## config.mk

```make
export PLATFORM = sky130hd
export DESIGN_NAME = ddr_cmd_arbiter_flat
export DESIGN_NICKNAME = d
export VERILOG_FILES = /design/src/rtl/ddr_pkg.sv /design/src/rtl/ddr_cmd_arbiter_if.sv /design/src/rtl/ddr_cmd_arbiter_sync2.sv /design/src/rtl/ddr_cmd_arbiter.sv /design/src/flat_wrapper.sv
export SDC_FILE = /design/constraint.sdc
export NUM_CORES = 1
export LEC_CHECK = 0
export ABC_CLOCK_PERIOD_IN_PS = 5600
export CAP_MARGIN = 20
export CORE_MARGIN = 4
export CORE_UTILIZATION = 40
export DETAILED_ROUTE_END_ITERATION = 6
export PLACE_DENSITY_LB_ADDON = 0.08
export SYNTH_ARGS = -nofsm -noshare
export SYNTH_HDL_FRONTEND = slang
export SYNTH_SLANG_ARGS = --single-unit
```

## constraint.sdc

```tcl
create_clock -name clk -period 5.6 [get_ports clk]
set_input_delay 0.56 -clock clk [delete_from_list [all_inputs] [get_ports clk]]
set_output_delay 0.56 -clock clk [all_outputs]
set_load 0.1 [all_outputs]
```

## src/rtl/ddr_pkg.sv

```systemverilog
// Shared constants and state encoding for the DDR command arbiter.
package ddr_pkg;

   // Memory-port command instructions
   localparam logic [2:0] CMD_WR = 3'b000;
   localparam logic [2:0] CMD_RD = 3'b001;

   // Largest burst; burst-length fields carry (length - 1)
   localparam int unsigned BL_MAX = 64;
   localparam int unsigned BL_W   = $clog2(BL_MAX);

   typedef enum logic [1:0] {
      WAIT_CAL,
      IDLE,
      ISSUE,
      GAP
   } arb_state_e;

endpackage

```

## src/rtl/ddr_cmd_arbiter_if.sv

```systemverilog
// Requester, memory command port and status signals of the DDR command arbiter.
interface ddr_cmd_arbiter_if #(
   parameter int unsigned ADDR_W = 30
);
   logic                     mem_calib_done;
   logic                     cmd_full;

   logic                     rq0_valid;
   logic [ddr_pkg::BL_W-1:0] rq0_bl;
   logic [ADDR_W-1:0]        rq0_addr;
   logic                     rq0_ack;

   logic                     rq1_valid;
   logic [ddr_pkg::BL_W-1:0] rq1_bl;
   logic [ADDR_W-1:0]        rq1_addr;
   logic                     rq1_ack;

   logic [2:0]               cmd_instr;
   logic [ddr_pkg::BL_W-1:0] cmd_bl;
   logic [ADDR_W-1:0]        cmd_byte_addr;
   logic                     cmd_en;
   logic                     addr_err;
   logic                     ready;

   // Requesters plus memory controller side
   modport master (
      output mem_calib_done, cmd_full,
      output rq0_valid, rq0_bl, rq0_addr,
      output rq1_valid, rq1_bl, rq1_addr,
      input  rq0_ack, rq1_ack,
      input  cmd_instr, cmd_bl, cmd_byte_addr, cmd_en, addr_err, ready
   );

   // Arbiter side
   modport slave (
      input  mem_calib_done, cmd_full,
      input  rq0_valid, rq0_bl, rq0_addr,
      input  rq1_valid, rq1_bl, rq1_addr,
      output rq0_ack, rq1_ack,
      output cmd_instr, cmd_bl, cmd_byte_addr, cmd_en, addr_err, ready
   );

endinterface

```

## src/rtl/ddr_cmd_arbiter_sync2.sv

```systemverilog
// Two-flop synchroniser for the asynchronous calibration flag.
module sync2 (
   input  logic clk_i,
   input  logic reset_i,
   input  logic d_i,
   output logic q_o
);
   logic [1:0] sync_q;

   // Shift the raw input through two flops; reset clears both stages
   always_ff @(posedge clk_i) begin
      if (reset_i) begin
         sync_q <= '0;
      end else begin
         sync_q <= {sync_q[0], d_i};
      end
   end

   assign q_o = sync_q[1];

endmodule

```

## src/rtl/ddr_cmd_arbiter.sv

```systemverilog
// Two-requester command arbiter for a single memory command port:
// read priority with a bounded read streak while a write waits.
module ddr_cmd_arbiter
   import ddr_pkg::*;
#(
   parameter int unsigned MAX_STREAK = 4,
   parameter int unsigned ADDR_W     = 30
) (
   input  logic             clk,
   input  logic             reset,
   ddr_cmd_arbiter_if.slave bus
);
   localparam int unsigned         STREAK_W   = $clog2(MAX_STREAK + 1);
   localparam logic [STREAK_W-1:0] STREAK_MAX = STREAK_W'(MAX_STREAK);

   arb_state_e          state_q, state_d;
   logic [STREAK_W-1:0] streak_q, streak_d;
   logic [2:0]          instr_q, instr_d;
   logic [BL_W-1:0]     bl_q, bl_d;
   logic [ADDR_W-1:0]   addr_q, addr_d;
   logic                cmd_en_q, cmd_en_d;
   logic                ack0_q, ack0_d;
   logic                ack1_q, ack1_d;
   logic                err_q, err_d;
   logic                ready_q, ready_d;

   logic                calib_sync;
   logic                grant_wr;
   logic [ADDR_W-1:0]   sel_addr;
   logic [BL_W-1:0]     sel_bl;

   sync2 u_cal_sync (
      .clk_i   (clk),
      .reset_i (reset),
      .d_i     (bus.mem_calib_done),
      .q_o     (calib_sync)
   );

   // Next-state, grant selection and command latch values
   always_comb begin
      state_d  = state_q;
      streak_d = streak_q;
      instr_d  = instr_q;
      bl_d     = bl_q;
      addr_d   = addr_q;
      ack0_d   = 1'b0;
      ack1_d   = 1'b0;
      err_d    = 1'b0;
      grant_wr = 1'b0;
      sel_addr = bus.rq0_addr;
      sel_bl   = bus.rq0_bl;

      case (state_q)
         WAIT_CAL: begin
            if (calib_sync) begin
               state_d = IDLE;
            end
         end
         IDLE: begin
            // After a misaligned reject the arbiter stays in IDLE while the
            // requester still sees its ack; skip that cycle so the same
            // request is not rejected twice.
            if (!bus.cmd_full && (bus.rq0_valid || bus.rq1_valid) && !ack0_q && !ack1_q) begin
               grant_wr = bus.rq1_valid && (!bus.rq0_valid || (streak_q == STREAK_MAX));
               sel_addr = grant_wr ? bus.rq1_addr : bus.rq0_addr;
               sel_bl   = grant_wr ? bus.rq1_bl : bus.rq0_bl;
               ack0_d   = !grant_wr;
               ack1_d   = grant_wr;
               if (sel_addr[1:0] != 2'b00) begin
                  err_d = 1'b1;
               end else begin
                  state_d = ISSUE;
                  instr_d = grant_wr ? CMD_WR : CMD_RD;
                  bl_d    = sel_bl;
                  addr_d  = sel_addr;
                  if (grant_wr || !bus.rq1_valid) begin
                     streak_d = '0;
                  end else if (streak_q != STREAK_MAX) begin
                     streak_d = streak_q + 1'b1;
                  end
               end
            end
         end
         ISSUE: begin
            state_d = GAP;
         end
         GAP: begin
            state_d = IDLE;
         end
         default: begin
            state_d = WAIT_CAL;
         end
      endcase

      cmd_en_d = (state_q == ISSUE);
      ready_d  = (state_d != WAIT_CAL);
   end

   // State, streak and registered outputs
   always_ff @(posedge clk) begin
      if (reset) begin
         state_q  <= WAIT_CAL;
         streak_q <= '0;
         instr_q  <= CMD_WR;
         bl_q     <= '0;
         addr_q   <= '0;
         cmd_en_q <= 1'b0;
         ack0_q   <= 1'b0;
         ack1_q   <= 1'b0;
         err_q    <= 1'b0;
         ready_q  <= 1'b0;
      end else begin
         state_q  <= state_d;
         streak_q <= streak_d;
         instr_q  <= instr_d;
         bl_q     <= bl_d;
         addr_q   <= addr_d;
         cmd_en_q <= cmd_en_d;
         ack0_q   <= ack0_d;
         ack1_q   <= ack1_d;
         err_q    <= err_d;
         ready_q  <= ready_d;
      end
   end

   assign bus.cmd_instr     = instr_q;
   assign bus.cmd_bl        = bl_q;
   assign bus.cmd_byte_addr = addr_q;
   assign bus.cmd_en        = cmd_en_q;
   assign bus.rq0_ack       = ack0_q;
   assign bus.rq1_ack       = ack1_q;
   assign bus.addr_err      = err_q;
   assign bus.ready         = ready_q;

endmodule

```

## src/flat_wrapper.sv

```systemverilog
// flat-port wrapper written by rule: the top's interface ports become plain ports
module ddr_cmd_arbiter_flat import ddr_pkg::*;
#(
   parameter int unsigned MAX_STREAK = 4,
   parameter int unsigned ADDR_W     = 30
)
  (clk, reset, bus_mem_calib_done, bus_cmd_full, bus_rq0_valid, bus_rq0_bl, bus_rq0_addr, bus_rq1_valid, bus_rq1_bl, bus_rq1_addr, bus_rq0_ack, bus_rq1_ack, bus_cmd_instr, bus_cmd_bl, bus_cmd_byte_addr, bus_cmd_en, bus_addr_err, bus_ready);
  ddr_cmd_arbiter_if #(.ADDR_W(ADDR_W)) bus_i ();
  input  logic clk;
  input  logic reset;
  input wire logic [$bits(bus_i.mem_calib_done)-1:0] bus_mem_calib_done;
  input wire logic [$bits(bus_i.cmd_full)-1:0] bus_cmd_full;
  input wire logic [$bits(bus_i.rq0_valid)-1:0] bus_rq0_valid;
  input wire logic [$bits(bus_i.rq0_bl)-1:0] bus_rq0_bl;
  input wire logic [$bits(bus_i.rq0_addr)-1:0] bus_rq0_addr;
  input wire logic [$bits(bus_i.rq1_valid)-1:0] bus_rq1_valid;
  input wire logic [$bits(bus_i.rq1_bl)-1:0] bus_rq1_bl;
  input wire logic [$bits(bus_i.rq1_addr)-1:0] bus_rq1_addr;
  output wire logic [$bits(bus_i.rq0_ack)-1:0] bus_rq0_ack;
  output wire logic [$bits(bus_i.rq1_ack)-1:0] bus_rq1_ack;
  output wire logic [$bits(bus_i.cmd_instr)-1:0] bus_cmd_instr;
  output wire logic [$bits(bus_i.cmd_bl)-1:0] bus_cmd_bl;
  output wire logic [$bits(bus_i.cmd_byte_addr)-1:0] bus_cmd_byte_addr;
  output wire logic [$bits(bus_i.cmd_en)-1:0] bus_cmd_en;
  output wire logic [$bits(bus_i.addr_err)-1:0] bus_addr_err;
  output wire logic [$bits(bus_i.ready)-1:0] bus_ready;
  assign bus_i.mem_calib_done = bus_mem_calib_done;
  assign bus_i.cmd_full = bus_cmd_full;
  assign bus_i.rq0_valid = bus_rq0_valid;
  assign bus_i.rq0_bl = bus_rq0_bl;
  assign bus_i.rq0_addr = bus_rq0_addr;
  assign bus_i.rq1_valid = bus_rq1_valid;
  assign bus_i.rq1_bl = bus_rq1_bl;
  assign bus_i.rq1_addr = bus_rq1_addr;
  assign bus_rq0_ack = bus_i.rq0_ack;
  assign bus_rq1_ack = bus_i.rq1_ack;
  assign bus_cmd_instr = bus_i.cmd_instr;
  assign bus_cmd_bl = bus_i.cmd_bl;
  assign bus_cmd_byte_addr = bus_i.cmd_byte_addr;
  assign bus_cmd_en = bus_i.cmd_en;
  assign bus_addr_err = bus_i.addr_err;
  assign bus_ready = bus_i.ready;
  ddr_cmd_arbiter #(.MAX_STREAK(MAX_STREAK), .ADDR_W(ADDR_W)) u_core (.clk(clk), .reset(reset), .bus(bus_i));
endmodule
```

## Word level (Yosys, flattened, before mapping)

Cells that the tools add are included.

| storage, ports and cells | value |
|---|---|
| register bits | 51 |
| bits of input ports | 78 |
| output and inout bits | 44 |
| word-level logic and storage cells | 50 |

| cells by class | value |
|---|---|
| add/subtract/negate cells | 1 |
| equal/unequal tests | 5 |
| mux-type cells | 10 |
| bitwise logic cells | 3 |
| reductions and logical operators | 20 |

Operators by type and width:

| operator | number |
|---|---|
| two-way mux 30 bit | 1 |
| case mux 2 bit (4 select lines) | 1 |
| logical NOT 1 bit | 6 |
| two-way mux 2 bit | 3 |
| two-way mux 3 bit | 2 |
| two-way mux 6 bit | 1 |
| nonzero test 2 bit | 3 |
| == test 2 bit (second input constant) | 2 |
| logical AND 1 bit | 4 |
| AND reduction 4 bit | 1 |
| adder 3 x 1 -> 3 bit (second input constant) | 1 |
| == test 3 bit (second input constant) | 1 |
| logical OR 1 bit | 3 |
| inequality test 3 bit (second input constant) | 1 |
| NOT 1 bit | 3 |
| AND reduction 3 bit | 1 |
| OR reduction 3 bit | 1 |
| == test 2 x 1 -> 1 bit (second input constant) | 1 |
| logical NOT 2 bit | 1 |
| two-way mux 1 bit | 2 |

## Longest topological paths before layout

| logic depth | value |
|---|---|
| depth after elaboration | 9 |
| mapped depth | 8 |
| depth with buffers taken out | 6 |

## Modules after synthesis

A second synthesis with hierarchy kept.

| unflattened totals | value |
|---|---|
| cells, all modules | 293 |
| area total of the unflattened synthesis | 2,732.6 sq um |

Modules (own cells, without submodules):

| module | instances | cells each | area an instance (sq um) | seq. area each (sq um) |
|---|---|---|---|---|
| ddr_cmd_arbiter | 1 | 289 | 2,680.1 | 940.9 |
| sync2 | 1 | 4 | 52.6 | 40.0 |

## Worst setup path before layout

No wires, ideal clock.

| timing path | value |
|---|---|
| path kind | flip-flop to flip-flop |
| start | register u_core.ack0_q (netlist: u_core.bus.rq0_ack) |
| end | register u_core.bl_q[2] (netlist: u_core.bus.cmd_bl[2]) |
| setup time | 0.122 ns |
| arrival | 1.939 ns |
| data required time | 5.478 ns |
| setup slack | 3.540 ns |
| cell stages (with the launch flop) | 7 |
| buffers on the path | 2 |
| clock period less this slack | 2.060 ns |
| cell sequence | dfxtp_1 -> or4b_4 -> nor3_4 -> o21ai_2 -> buf_6 -> buf_12 -> mux2i_1 |

| between the ends | value |
|---|---|
| longest elaborated chain between the ends | 4 |

Ends and longest elaborated chain:

| item | line | text |
|---|---|---|
| start: declaration | ddr_cmd_arbiter.sv:22 | `logic ack0_q, ack0_d;` |
| start signal: assignment | ddr_cmd_arbiter.sv:119 | `ack0_q <= ack0_d;` |
| logical NOT 1 bit | ddr_cmd_arbiter.sv:63 | `if (!bus.cmd_full && (bus.rq0_valid \|\| bus.rq1_valid) && !ack0_q && !ack1_q) begin` |
| logical AND 1 bit (2 in series) | ddr_cmd_arbiter.sv:63 |  |
| AND reduction 3 bit (no line) | n/a |  |
| end signal: assignment | ddr_cmd_arbiter.sv:116 | `bl_q <= bl_d;` |
| end: declaration | ddr_cmd_arbiter.sv:19 | `logic [BL_W-1:0] bl_q, bl_d;` |

No other way between the ends.
A chain may end at the register's enable or synchronous reset.

## Worst setup path after layout

| timing path | value |
|---|---|
| start | input bus_rq0_valid |
| end | register u_core.addr_q[4] (netlist: u_core.bus.cmd_byte_addr[4]) |

| between the ends | value |
|---|---|
| longest elaborated chain between the ends | 7 |
| elaborated cells on any way between the ends | 11 |
| classes of those cells | mux (1); bitwise (1); reduce/logical (9) |

Ends and longest elaborated chain:

| item | line | text |
|---|---|---|
| start: declaration | flat_wrapper.sv:13 | `input wire logic [$bits(bus_i.rq0_valid)-1:0] bus_rq0_valid;` |
| logical NOT 1 bit | ddr_cmd_arbiter.sv:64 | `grant_wr = bus.rq1_valid && (!bus.rq0_valid \|\| (streak_q == STREAK_MAX));` |
| logical OR 1 bit | ddr_cmd_arbiter.sv:64 |  |
| logical AND 1 bit | ddr_cmd_arbiter.sv:64 |  |
| two-way mux 30 bit | ddr_cmd_arbiter.sv:65 | `sel_addr = grant_wr ? bus.rq1_addr : bus.rq0_addr;` |
| nonzero test 2 bit | ddr_cmd_arbiter.sv:69 | `if (sel_addr[1:0] != 2'b00) begin` |
| NOT 1 bit (no line) | n/a |  |
| AND reduction 3 bit (no line) | n/a |  |
| end signal: assignment | ddr_cmd_arbiter.sv:117 | `addr_q <= addr_d;` |
| end: declaration | ddr_cmd_arbiter.sv:20 | `logic [ADDR_W-1:0] addr_q, addr_d;` |

Parallel ways exist; a longest one is shown, timed or not.

==> results.json <==
{
  "outcome": "completed",
  "dp_hpwl_um": 4600,
  "min_period_ns": 3.47,
  "syn_area_per_cell_um2": 8.78,
  "finalWorstSetupSlack_ns": 2.13,
  "critical_path_peak_fanout": 71,
  "grt_pass1_vias": 2137,
  "worst_setup_path_start_kind": "input pin",
  "timing.critical_path.slowest_stage_cell": "sky130_fd_sc_hd__a21bo_2",
  "grt_start_max_net_pins": 78,
  "ys.flop_type": "sky130_fd_sc_hd__dfxtp_1",
  "io_buffers": 119,
  "wl_um": 6560,
  "synth_edf_count": 0,
  "syn-instance-count": 293,
  "yosysSeqAreaShare": 0.381,
  "die_area_um2": 7780,
  "cts-root-buf": "sky130_fd_sc_hd__clkbuf_8",
  "setup_violations": 0,
  "num_vias": 2359,
  "number_of_buffers_created_by_cts": 5,
  "clkTransAtPathRegs_ns": 0.09,
  "grt_antenna_before_repair": 0,
  "grt_util_all_layers": 0.162,
  "relSlewSlack": 0.313,
  "initial_utilization": 0.422,
  "area.sequential_um2": 981,
  "drt.antenna.violating_nets": 0,
  "drt_pass1_iterations": 4,
  "row_count": 28,
  "multi_input_area_um2": 1420,
  "worst-endpoint-required_ns": 5.82,
  "dr.first_iter.drc_count": 95,
  "crit_path_cell_trace": "clkdlybuf4s50_1, a21bo_2, a211oi_2, o21ai_4, buf_4, mux2i_1",
  "route.detailed.wl_per_inst_um": 14.0,
  "final_max_slew_viol_count": 0,
  "worstSetupPathType": "input pin to flip-flop",
  "fillerInstances": 541,
  "proportion_of_synthesized_flip_flops_having_asynchronous_set_or_reset": 0,
  "max_cap_violations": 0,
  "clock-sinks": 49,
  "grt_first_pass_wirelength_um": 10100,
  "ys_top_cells_by_area": "sky130_fd_sc_hd__dfxtp_1 38%, sky130_fd_sc_hd__mux2i_1 14%, sky130_fd_sc_hd__a21boi_0 9.9%",
  "dieWidth_um": 88.2,
  "longest_individual_stage_delay_on_the_worst_path_ns": 0.89,
  "power.density_nw_per_um2": 193,
  "crit_path_end_kind": "flip-flop",
  "diodes_inserted": 0,
  "holdBufCountCts": 0,
  "worst_pin_slew_ns": 1.03,
  "netlist.top_cell.by_area": "sky130_fd_sc_hd__dfxtp_1",
  "synth_top_area_share": 0.381,
  "design.final.nets": 473,
  "number_of_resized_instances_in_the_post_cts_repair_step": 0,
  "synth_warnings": 0,
  "worst_skew_pair.late_latency_ns": 0.30,
  "vdd_ir_drop_max_v": 0.000115,
  "hold_violations": 0,
  "coreArea_um2": 6100,
  "gpl.final_weighted_congestion": 0.725,
  "grt_setup_unrepaired": "false",
  "gr-total-overflow": 0,
  "max_clock_freq_mhz": 288,
  "min_period_over_period": 0.620,
  "dpl_worst_slack_ns": 1.82,
  "area.growth.synth_to_final_pct": 49.0,
  "detail_route.vias_per_cell": 5.03,
  "min-delay-path-class": "flip-flop to flip-flop",
  "clock_path_buffers": 2,
  "final_layout_size_suffix_gt1_frac": 0.0508,
  "num_io_pins": 122,
  "dieHeight_um": 88.2,
  "p_leak_uw": 0.00169,
  "final.setup_skew_ns": 0.00879,
  "netlist_area_um2": 2570,
  "ys_seq_elements": 49,
  "setup_tns_ns": 0,
  "cts_post_setup_buffers_inserted": 0,
  "tritoncts": "yes",
  "netlist-cell-type-count": 33,
  "htree_levels": 2,
  "crit_arrival_ns": 3.69,
  "remaining_drc_errors": 0
}
[synthesized netlist by cell type, drive strengths merged (2+ instances only)]
| master | number |
|---|---|
| a21boi | 35 |
| and3 | 36 |
| buf | 6 |
| clkbuf | 23 |
| dfxtp | 49 |
| ha | 2 |
| inv | 4 |
| mux2i | 36 |
| nand2 | 41 |
| nand4 | 2 |
| nor2 | 4 |
| nor2b | 2 |
| nor3 | 4 |
| o21ai | 35 |
[report_power, final]
| group | total (uW) | internal [uW] | leakage [uW] | switching, uW |
|---|---|---|---|---|
| logic | 136 | 70.9 | 0.00124 | 64.9 |
| clock network | 252 | 134 | 0.0000543 | 118 |
| registers | 353 | 351 | 0.000395 | 1.53 |
| total | 741 | 556 | 0.00169 | 185 |
[placed cells by master (no fill, tap or decap), drive strengths merged]
| cell | synthesis | final |
|---|---|---|
| ha | 2 | 2 |
| clkdlybuf4s50 | 0 | 118 |
| clkbuf | 23 | 5 |
| buf | 6 | 3 |
| clkinvlp | 0 | 1 |
| nor3b | 1 | 1 |
| nand2 | 41 | 41 |
| clkinv | 0 | 1 |
| inv | 4 | 4 |
| a21bo | 1 | 1 |
| and3 | 36 | 36 |
| conb | 1 | 2 |
| dfxtp | 49 | 49 |
| a21oi | 1 | 1 |
| o21ai | 35 | 35 |
| o32ai | 1 | 1 |
| or4b | 1 | 1 |
| and4b | 1 | 1 |
| nor3 | 4 | 4 |
| o21a | 1 | 1 |
| o22ai | 1 | 1 |
| nor2 | 4 | 4 |
| a211oi | 1 | 1 |
| a31o | 1 | 1 |
| bufinv | 0 | 1 |
| o221a | 1 | 1 |
| a21boi | 35 | 35 |
| nor4b | 1 | 1 |
| nand4 | 2 | 2 |
| nor2b | 2 | 2 |
| mux2i | 36 | 36 |
| o211ai | 1 | 1 |
[per-layer routing]
metal  vias up  wire (um)  GRT usage
met5         -          0          0
met4         0         29     0.0398
met3         2        701     0.0708
met2        89       2850      0.243
met1      1037       2980      0.215
li1       1231          -          -
[final timing paths]
| path | start | endpoint | slack, ns | cells after the start |
|---|---|---|---|---|
| max | bus_rq0_valid | u_core.bus.cmd_byte_addr[4] | 2.13 | 6 |
| min | u_core.u_cal_sync.sync_q[0] | u_core.u_cal_sync.sync_q[1] | 0.45 | 1 |
| max reg2reg | u_core.streak_q[0] | u_core.bus.cmd_byte_addr[4] | 2.33 | 7 |
| min reg2reg | u_core.u_cal_sync.sync_q[0] | u_core.u_cal_sync.sync_q[1] | 0.45 | 1 |
[area by class of cell]
| cell class | count | share of cell area |
|---|---|---|
| multi-input combinational | 212 | 0.369 |
| timing repair buffer | 121 | 0.316 |
| sequential | 49 | 0.256 |
| tap | 75 | 0.0245 |
| clock buffer | 5 | 0.0179 |
| clock inverter | 3 | 0.0121 |
| inverter | 4 | 0.00392 |
[cells by family after synthesis]
group | after synthesis | share of synthesized area
simple gates | 93 | 0.193
compound gates | 79 | 0.202
flops | 49 | 0.381
mux | 36 | 0.140
buf+inv | 33 | 0.0729
fa+ha+maj | 2 | 0.00972
other cells | 1 | 0.00146
[stage by stage]
step / instance area (um^2) / power [uW] / std cells / util / hold slack (ns)
after CTS: 3810 / 749 / 468 / 0.626 / 0.453
after floorplan: 2580 / 432 / 294 / - / 0.414
after global placement: 3700 / 494 / 460 / 0.607 / 0.419
after detailed placement: 3700 / 495 / 460 / 0.607 / 0.430
final: 3830 / 741 / 469 / 0.629 / 0.450
after global routing: 3830 / 777 / 469 / 0.629 / 0.480
[registers in the layout (all words and copies together), names as in the netlist, 2 cells and up]
| name | flops |
|---|---|
| u_core.streak_q | 3 |
| u_core.bus.cmd_bl | 6 |
| u_core.state_q | 2 |
| u_core.bus.cmd_byte_addr | 30 |
| u_core.u_cal_sync.sync_q | 2 |
[worst max-delay path: cells and delay by family]
family                 cells  cell delay (ns)
multiplexers               1             0.22
buffers and inverters      2             0.84
AO/OA/AOI/OAI              3             2.06
No activity file was read; power rests on OpenSTA's default activity.
